`config.mk`:
```
export PLATFORM = sky130hd
export DESIGN_NAME = sprite_pos_ctrl_flat
export DESIGN_NICKNAME = d
export VERILOG_FILES = /design/src/rtl/oled_pkg.sv /design/src/rtl/sprite_pos_ctrl_if.sv /design/src/rtl/btn_debounce.sv /design/src/rtl/sprite_pos_ctrl.sv /design/src/flat_wrapper.sv
export SDC_FILE = /design/constraint.sdc
export NUM_CORES = 1
export LEC_CHECK = 0
export ABC_CLOCK_PERIOD_IN_PS = 2900
export BUFFER_PORTS_ARGS = -buffer_cell sky130_fd_sc_hd__buf_2
export CAP_MARGIN = 20
export CORE_UTILIZATION = 55
export CTS_CLUSTER_DIAMETER = 100
export DETAILED_ROUTE_END_ITERATION = 10
export MAX_ROUTING_LAYER = met4
export PLACE_DENSITY = 0.73
export SYNTH_ARGS = -nofsm -noshare
export SYNTH_HDL_FRONTEND = slang
export SYNTH_HIERARCHICAL = 1
export SYNTH_SLANG_ARGS = --single-unit
```
`constraint.sdc`:
```
create_clock -name clk -period 2.9 [get_ports clk]
set_input_delay 0.87 -clock clk [delete_from_list [all_inputs] [get_ports clk]]
set_output_delay 0.87 -clock clk [all_outputs]
set_load 0.03 [all_outputs]
```
`src/rtl/oled_pkg.sv`:
```
// Shared OLED geometry, coordinate types, mover FSM states and the per-axis step helper.
// SPRITE_POS_CTRL_WRAP_EN selects wrap-around instead of saturation at the screen edges.
package oled_pkg;

  localparam int unsigned SCREEN_W  = 96;
  localparam int unsigned SCREEN_H  = 64;
  localparam int unsigned COORD_W   = 7;
  localparam int unsigned PIX_IDX_W = 13;

  typedef logic [COORD_W-1:0]   coord_t;
  typedef logic [PIX_IDX_W-1:0] pix_idx_t;

  typedef enum logic [1:0] {
    MV_IDLE   = 2'd0,
    MV_DELAY  = 2'd1,
    MV_REPEAT = 2'd2
  } mv_state_t;

  // Move one axis by d (-1/0/+1) within [0, lim]; math in 8-bit signed, truncated after the bound check.
  function automatic coord_t step_axis(coord_t pos, logic signed [7:0] d, coord_t lim);
    logic signed [7:0] sum;
    logic signed [7:0] lim_s;
    sum   = $signed({1'b0, pos}) + d;
    lim_s = $signed({1'b0, lim});
`ifdef SPRITE_POS_CTRL_WRAP_EN
    if (sum < 8'sd0)      sum = lim_s;
    else if (sum > lim_s) sum = 8'sd0;
`else
    if (sum < 8'sd0)      sum = 8'sd0;
    else if (sum > lim_s) sum = lim_s;
`endif
    return COORD_W'(sum);
  endfunction

endpackage

```
`src/rtl/sprite_pos_ctrl_if.sv`:
```
// Button inputs and sprite position outputs of the sprite position controller.
interface sprite_pos_ctrl_if;
  import oled_pkg::*;

  logic   btn_u;
  logic   btn_d;
  logic   btn_l;
  logic   btn_r;
  logic   btn_c;
  coord_t x;
  coord_t y;
  logic   moving;

  modport master (output btn_u, btn_d, btn_l, btn_r, btn_c, input x, y, moving);
  modport slave  (input btn_u, btn_d, btn_l, btn_r, btn_c, output x, y, moving);
endinterface

```
`src/rtl/btn_debounce.sv`:
```
// Two-flop synchronizer plus debouncer: the output follows the synchronized level
// only after it has differed from the output for DEB_CYCLES consecutive cycles.
module btn_debounce #(
  parameter int unsigned DEB_CYCLES = 62500
) (
  input  logic clk,
  input  logic rst_n,
  input  logic btn_raw,
  output logic btn_db
);

  localparam int unsigned CW = (DEB_CYCLES > 1) ? $clog2(DEB_CYCLES) : 1;

  logic          sync1;
  logic          sync2;
  logic [CW-1:0] cnt;

  always_ff @(posedge clk or negedge rst_n) begin
    if (!rst_n) begin
      sync1  <= 1'b0;
      sync2  <= 1'b0;
      btn_db <= 1'b0;
      cnt    <= '0;
    end else begin
      sync1 <= btn_raw;
      sync2 <= sync1;
      if (sync2 == btn_db) begin
        cnt <= '0;
      end else if (cnt == CW'(DEB_CYCLES - 1)) begin
        btn_db <= sync2;
        cnt    <= '0;
      end else begin
        cnt <= cnt + CW'(1);
      end
    end
  end

endmodule

```
`src/rtl/sprite_pos_ctrl.sv`:
```
// Debounced five-button sprite mover: single step per press, auto-repeat while held,
// position bounded to keep the sprite on screen (wraps when SPRITE_POS_CTRL_WRAP_EN is defined).
module sprite_pos_ctrl
  import oled_pkg::*;
#(
  parameter int unsigned SPRITE_W     = 18,
  parameter int unsigned SPRITE_H     = 9,
  parameter int unsigned HOME_X       = 0,
  parameter int unsigned HOME_Y       = 0,
  parameter int unsigned DEB_CYCLES   = 62500,
  parameter int unsigned TICK_CYCLES  = 62500,
  parameter int unsigned REPEAT_TICKS = 30
) (
  input  logic              clk,
  input  logic              rst_n,
  sprite_pos_ctrl_if.slave  bus
);

  localparam int unsigned TW = (TICK_CYCLES > 1) ? $clog2(TICK_CYCLES) : 1;
  localparam int unsigned RW = (REPEAT_TICKS > 1) ? $clog2(REPEAT_TICKS) : 1;
  localparam coord_t X_MAX  = COORD_W'(SCREEN_W - SPRITE_W);
  localparam coord_t Y_MAX  = COORD_W'(SCREEN_H - SPRITE_H);

  // Bit order: u, d, l, r, c
  logic [4:0] raw;
  logic [4:0] db;

  assign raw = {bus.btn_c, bus.btn_r, bus.btn_l, bus.btn_d, bus.btn_u};

  for (genvar i = 0; i < 5; i++) begin : g_deb
    btn_debounce #(.DEB_CYCLES(DEB_CYCLES)) u_deb (
      .clk     (clk),
      .rst_n   (rst_n),
      .btn_raw (raw[i]),
      .btn_db  (db[i])
    );
  end

  mv_state_t         state, state_nxt;
  coord_t            x_q, x_nxt, y_q, y_nxt;
  logic [TW-1:0]     tcnt, tcnt_nxt;
  logic [RW-1:0]     rcnt, rcnt_nxt;
  logic              moving_q, moving_nxt;
  logic              act_q, c_q;
  logic signed [7:0] dx, dy;
  logic              active, tick, c_rise;

  assign dx     = $signed(8'(db[3])) - $signed(8'(db[2]));
  assign dy     = $signed(8'(db[1])) - $signed(8'(db[0]));
  assign active = (dx != 8'sd0) || (dy != 8'sd0);
  assign tick   = (tcnt == TW'(TICK_CYCLES - 1));
  assign c_rise = db[4] && !c_q;

  always_ff @(posedge clk or negedge rst_n) begin
    if (!rst_n) begin
      state    <= MV_IDLE;
      x_q      <= COORD_W'(HOME_X);
      y_q      <= COORD_W'(HOME_Y);
      tcnt     <= '0;
      rcnt     <= '0;
      moving_q <= 1'b0;
      act_q    <= 1'b0;
      c_q      <= 1'b0;
    end else begin
      state    <= state_nxt;
      x_q      <= x_nxt;
      y_q      <= y_nxt;
      tcnt     <= tcnt_nxt;
      rcnt     <= rcnt_nxt;
      moving_q <= moving_nxt;
      act_q    <= active;
      c_q      <= db[4];
    end
  end

  // Centre recall overrides any step; a step from IDLE needs a fresh inactive->active edge.
  always_comb begin
    state_nxt = state;
    x_nxt     = x_q;
    y_nxt     = y_q;
    tcnt_nxt  = tick ? '0 : tcnt + TW'(1);
    rcnt_nxt  = rcnt;
    if (c_rise) begin
      x_nxt     = COORD_W'(HOME_X);
      y_nxt     = COORD_W'(HOME_Y);
      state_nxt = MV_IDLE;
    end else begin
      case (state)
        MV_IDLE: begin
          if (active && !act_q) begin
            x_nxt     = step_axis(x_q, dx, X_MAX);
            y_nxt     = step_axis(y_q, dy, Y_MAX);
            tcnt_nxt  = '0;
            rcnt_nxt  = '0;
            state_nxt = MV_DELAY;
          end
        end
        MV_DELAY: begin
          if (!active) begin
            state_nxt = MV_IDLE;
          end else if (tick) begin
            if (rcnt == RW'(REPEAT_TICKS - 1)) state_nxt = MV_REPEAT;
            else                               rcnt_nxt  = rcnt + RW'(1);
          end
        end
        MV_REPEAT: begin
          if (!active) begin
            state_nxt = MV_IDLE;
          end else if (tick) begin
            x_nxt = step_axis(x_q, dx, X_MAX);
            y_nxt = step_axis(y_q, dy, Y_MAX);
          end
        end
        default: state_nxt = MV_IDLE;
      endcase
    end
    moving_nxt = (state_nxt == MV_REPEAT);
  end

  assign bus.x      = x_q;
  assign bus.y      = y_q;
  assign bus.moving = moving_q;

endmodule
```
`src/flat_wrapper.sv`:
```
// flat-port wrapper written by rule: the top's interface ports become plain ports
module sprite_pos_ctrl_flat import oled_pkg::*;
#(
  parameter int unsigned SPRITE_W     = 18,
  parameter int unsigned SPRITE_H     = 9,
  parameter int unsigned HOME_X       = 0,
  parameter int unsigned HOME_Y       = 0,
  parameter int unsigned DEB_CYCLES   = 62500,
  parameter int unsigned TICK_CYCLES  = 62500,
  parameter int unsigned REPEAT_TICKS = 30
)
  (clk, rst_n, bus_btn_u, bus_btn_d, bus_btn_l, bus_btn_r, bus_btn_c, bus_x, bus_y, bus_moving);
  sprite_pos_ctrl_if bus_i ();
  input  logic clk;
  input  logic rst_n;
  input wire logic [$bits(bus_i.btn_u)-1:0] bus_btn_u;
  input wire logic [$bits(bus_i.btn_d)-1:0] bus_btn_d;
  input wire logic [$bits(bus_i.btn_l)-1:0] bus_btn_l;
  input wire logic [$bits(bus_i.btn_r)-1:0] bus_btn_r;
  input wire logic [$bits(bus_i.btn_c)-1:0] bus_btn_c;
  output wire logic [$bits(bus_i.x)-1:0] bus_x;
  output wire logic [$bits(bus_i.y)-1:0] bus_y;
  output wire logic [$bits(bus_i.moving)-1:0] bus_moving;
  assign bus_i.btn_u = bus_btn_u;
  assign bus_i.btn_d = bus_btn_d;
  assign bus_i.btn_l = bus_btn_l;
  assign bus_i.btn_r = bus_btn_r;
  assign bus_i.btn_c = bus_btn_c;
  assign bus_x = bus_i.x;
  assign bus_y = bus_i.y;
  assign bus_moving = bus_i.moving;
  sprite_pos_ctrl #(.SPRITE_W(SPRITE_W), .SPRITE_H(SPRITE_H), .HOME_X(HOME_X), .HOME_Y(HOME_Y), .DEB_CYCLES(DEB_CYCLES), .TICK_CYCLES(TICK_CYCLES), .REPEAT_TICKS(REPEAT_TICKS)) u_core (.clk(clk), .rst_n(rst_n), .bus(bus_i));
endmodule
```
==> results.ini <==
[setup_path]
crit_required_ns=3.19
cp_slowest_cell=o41a_1
crit_type=reg -> reg
cpPeakStageDelay_ns=0.39
crit_chain=inv_1, ha_4, inv_1, ha_1, nand4b_1, a41oi_4, o41a_1, a2111oi_2, a211oi_2, buf_4, a32o_1
crit_path_end_kind=flop
critPathLaunchType=flop
worstPathMaxFanout=6
crit_top_cell=inv_1
cp.arrival_ns=3.07

[logic_synthesis]
syn_area_um2=7250
ys.flop_type=dfrtp_1
synth.distinct_cells=68
synth_top_cell_by_area=dfrtp_1
syn_avg_cell_area_um2=9.87
yosysTopAreaCellShare_pct=46.6
syn_nets=762
ys_warn_count=6
synth_area_leaders=dfrtp_1, xnor2_1, nor2_1
synth_cells=735
synth_edf_count=0
async_flop_share_pct=100
yosysSeqAreaShare_pct=46.6
ys_ff_latch=135

[finish]
post-route-util_pct=65.4
drive_gt1_share_pct=14.8
n_antenna_cell=0
multi_input_area_um2=3800
area_delta_synth_final_pct=14.6
ff_latch_area_um2=3380
n_fill_cell=1032
final_net_count=796
instances_no_fill=954

[global_route]
gr-total-overflow=0
grt_pass1_vias=5366
antenna_found_initial=0
grt.total_usage_pct=24.6
grt_max_degree=57
grt_pass1_wl_mm=25.2

[run_status]
status=finished clean

[floorplanning]
dieWidth_um=117
start_util_pct=57.0
num_rows=41
core-area_um2=12700
boundaryPins=22
die_h_um=117
dieArea_um2=13700

[routing]
vias_per_cell=5.75
first_pass_iters=5
drtIter0Drc=367
route.detailed.drc=0
vias=5481
drt_wl_total_mm=14.9
antenna_left=0
wl_per_cell_um=15.6

[sta]
finalSetupViolCount=0
setup_tns_ns=0
max_freq_ghz=0.360
finalHoldViolations=0
setup_ws_ns=0.121
final.min_clock_period_ns=2.78
holdWs_ns=0.344
final.period_utilization_pct=95.8
skew_ns=0.0164
relSlewSlack_pct=54.9
tightestPinTransition_ns=0.676
finalMaxSlewViolations=0

[clock_network]
cts_sinks=135
clockRootBuffer=clkbuf_16
tritoncts=built
cts_buffer_depth=2
numCtsBuffers=17
clk_latency_ns=0.42
clk_pin_slew_ns=0.06
htree_num_levels=4

[hold_path]
hold_path_class=reg -> reg

[placement]
io_buffers=21
routabilityCongestion=0.836
dp_hpwl_mm=9.84
pre_cts_ws_ns=-0.123
dp.cells=919

[power_and_ir_drop]
ir_drop_v=0.000435
leakagePower_nw=3.53
p_per_area_nw_per_um2=502

[flow_run]
drv_cap=0

[cells in the mapped netlist (4+ instances only)]
| cell | number |
|---|---|
| buf_4 | 5 |
| dfrtp_1 | 135 |
| nor2b_1 | 5 |
| clkbuf_1 | 13 |
| nand2_1 | 40 |
| xor2_1 | 28 |
| nor4_1 | 22 |
| nor2_1 | 110 |
| nand3b_1 | 4 |
| nand4_1 | 15 |
| a22oi_1 | 4 |
| nand4_4 | 5 |
| a21oi_1 | 15 |
| and2_1 | 7 |
| nor2_2 | 15 |
| a31oi_1 | 6 |
| o21ai_0 | 14 |
| mux2_2 | 5 |
| nor3_1 | 27 |
| xnor2_1 | 74 |
| ha_1 | 20 |
| and3_1 | 8 |
| nor4bb_1 | 10 |
| or3b_2 | 4 |
| inv_1 | 25 |
| nand3_1 | 48 |
| nand4b_1 | 6 |
[worst max-delay path, delay by kind of cell, from the launching register on]
kind | cells | cell delay [ns]
adders and majority gates | 2 | 0.49
DFF | 1 | 0.38
and+or+nand+nor | 1 | 0.23
AOI/OAI and AO/OA | 5 | 1.25
buffers and inverters | 3 | 0.30
[state kept, by name (all words and copies together), names as in the netlist]
signal,count
u_core/g_deb.u_deb/btn_db,5
u_core/bus.moving,1
u_core/g_deb.u_deb/cnt,80
u_core/rcnt,5
u_core/tcnt,16
u_core/g_deb.u_deb/sync2,5
u_core/bus.x,7
u_core/state,2
u_core/g_deb.u_deb/sync1,5
u_core/c_q,1
u_core/bus.y,7
u_core/act_q,1
[cells in the final DEF, fill, tap and decap left out, types with 4 or more instances in the layout]
cell type / Yosys / layout
nor2b_1: 5 / 5
ha_1: 20 / 15
nand3b_1: 4 / 4
mux2_2: 5 / 5
and3_1: 8 / 8
xnor2_1: 74 / 73
nand2_1: 40 / 40
clkbuf_16: 0 / 17
nand4_1: 15 / 15
nor4bb_1: 10 / 10
a21oi_1: 15 / 14
nand4_4: 5 / 5
buf_4: 5 / 13
nor2_1: 110 / 110
dfrtp_1: 135 / 135
xor2_1: 28 / 28
and2_1: 7 / 7
inv_1: 25 / 25
nor2_2: 15 / 15
a22oi_1: 4 / 4
a31oi_1: 6 / 6
nor3_1: 27 / 27
clkbuf_8: 0 / 5
buf_2: 1 / 20
or3b_2: 4 / 4
nand3_1: 48 / 48
nor4_1: 22 / 22
o21ai_0: 14 / 13
nand4b_1: 6 / 6
[kinds of logic after synthesis]
group	after synthesis	share of synthesized area (%)
AND/OR/NAND/NOR	345	25.9
flip-flops	135	46.6
XOR/XNOR	102	12.3
AO/OA/AOI/OAI	81	8.02
buffers and inverters	45	2.71
adder cells (fa/ha/maj)	20	3.45
multiplexers	7	1.05
[layer usage]
layer,GRT usage [%],routed length [um],part of all wire [%]
met2,39.9,7370,49
met1,30.5,6900,46
met3,5.61,443,3.0
met5,-,0,0
met4,8.10,198,1.3
[power by group]
group	total (mW)	switching (mW)	internal, mW
registers	1.93	0.0238	1.91
clock network	2.15	0.772	1.38
logic	0.0964	0.0692	0.0272
[layout make-up]
| type | count | area share (%) |
|---|---|---|
| clock buffers | 25 | 6.08 |
| clock inverters | 7 | 1.10 |
| inverters | 25 | 1.13 |
| multi-input cells | 555 | 45.7 |
| flip-flops and latches | 135 | 40.6 |
| well taps | 172 | 2.59 |
| repair buffers | 35 | 2.75 |
[what timing repair did]
action,CTS,global route
endpoints found under the setup margin,4,11
cloned,0,0
buffers inserted,0,2
resized for setup,2,19
hold buffers,0,0
pin swaps,0,3
[path summary, 6_finish.rpt]
kind | cells after the start | end | slack (ns) | startpoint
setup / recovery | 11 | u_core/bus.y[3]$_DFFE_PN0P_ | 0.12 | u_core/g_deb[1].u_deb/btn_db$_DFFE_PN0P_
hold / removal | 0 | u_core/g_deb[1].u_deb/sync2$_DFF_PN0_ | 0.34 | u_core/g_deb[1].u_deb/sync1$_DFF_PN0_
setup reg to reg | 11 | u_core/bus.y[3]$_DFFE_PN0P_ | 0.12 | u_core/g_deb[1].u_deb/btn_db$_DFFE_PN0P_
hold reg to reg | 0 | u_core/g_deb[1].u_deb/sync2$_DFF_PN0_ | 0.34 | u_core/g_deb[1].u_deb/sync1$_DFF_PN0_
max in group asynchronous | 2 | u_core/g_deb[2].u_deb/cnt[11]$_DFF_PN0_ | 1.92 | rst_n
min in group asynchronous | 1 | u_core/g_deb[2].u_deb/cnt[13]$_DFF_PN0_ | 0.35 | rst_n
[stage by stage]
step	cell area, um2	total power, mW
3_5_place_dp	7570	2.06
2_1_floorplan	7250	2.01
5_1_grt	8310	4.33
4_1_cts	8180	4.24
6_report	8310	4.18
3_3_place_gp	7570	2.06
(Power assumes the default switching activity.)
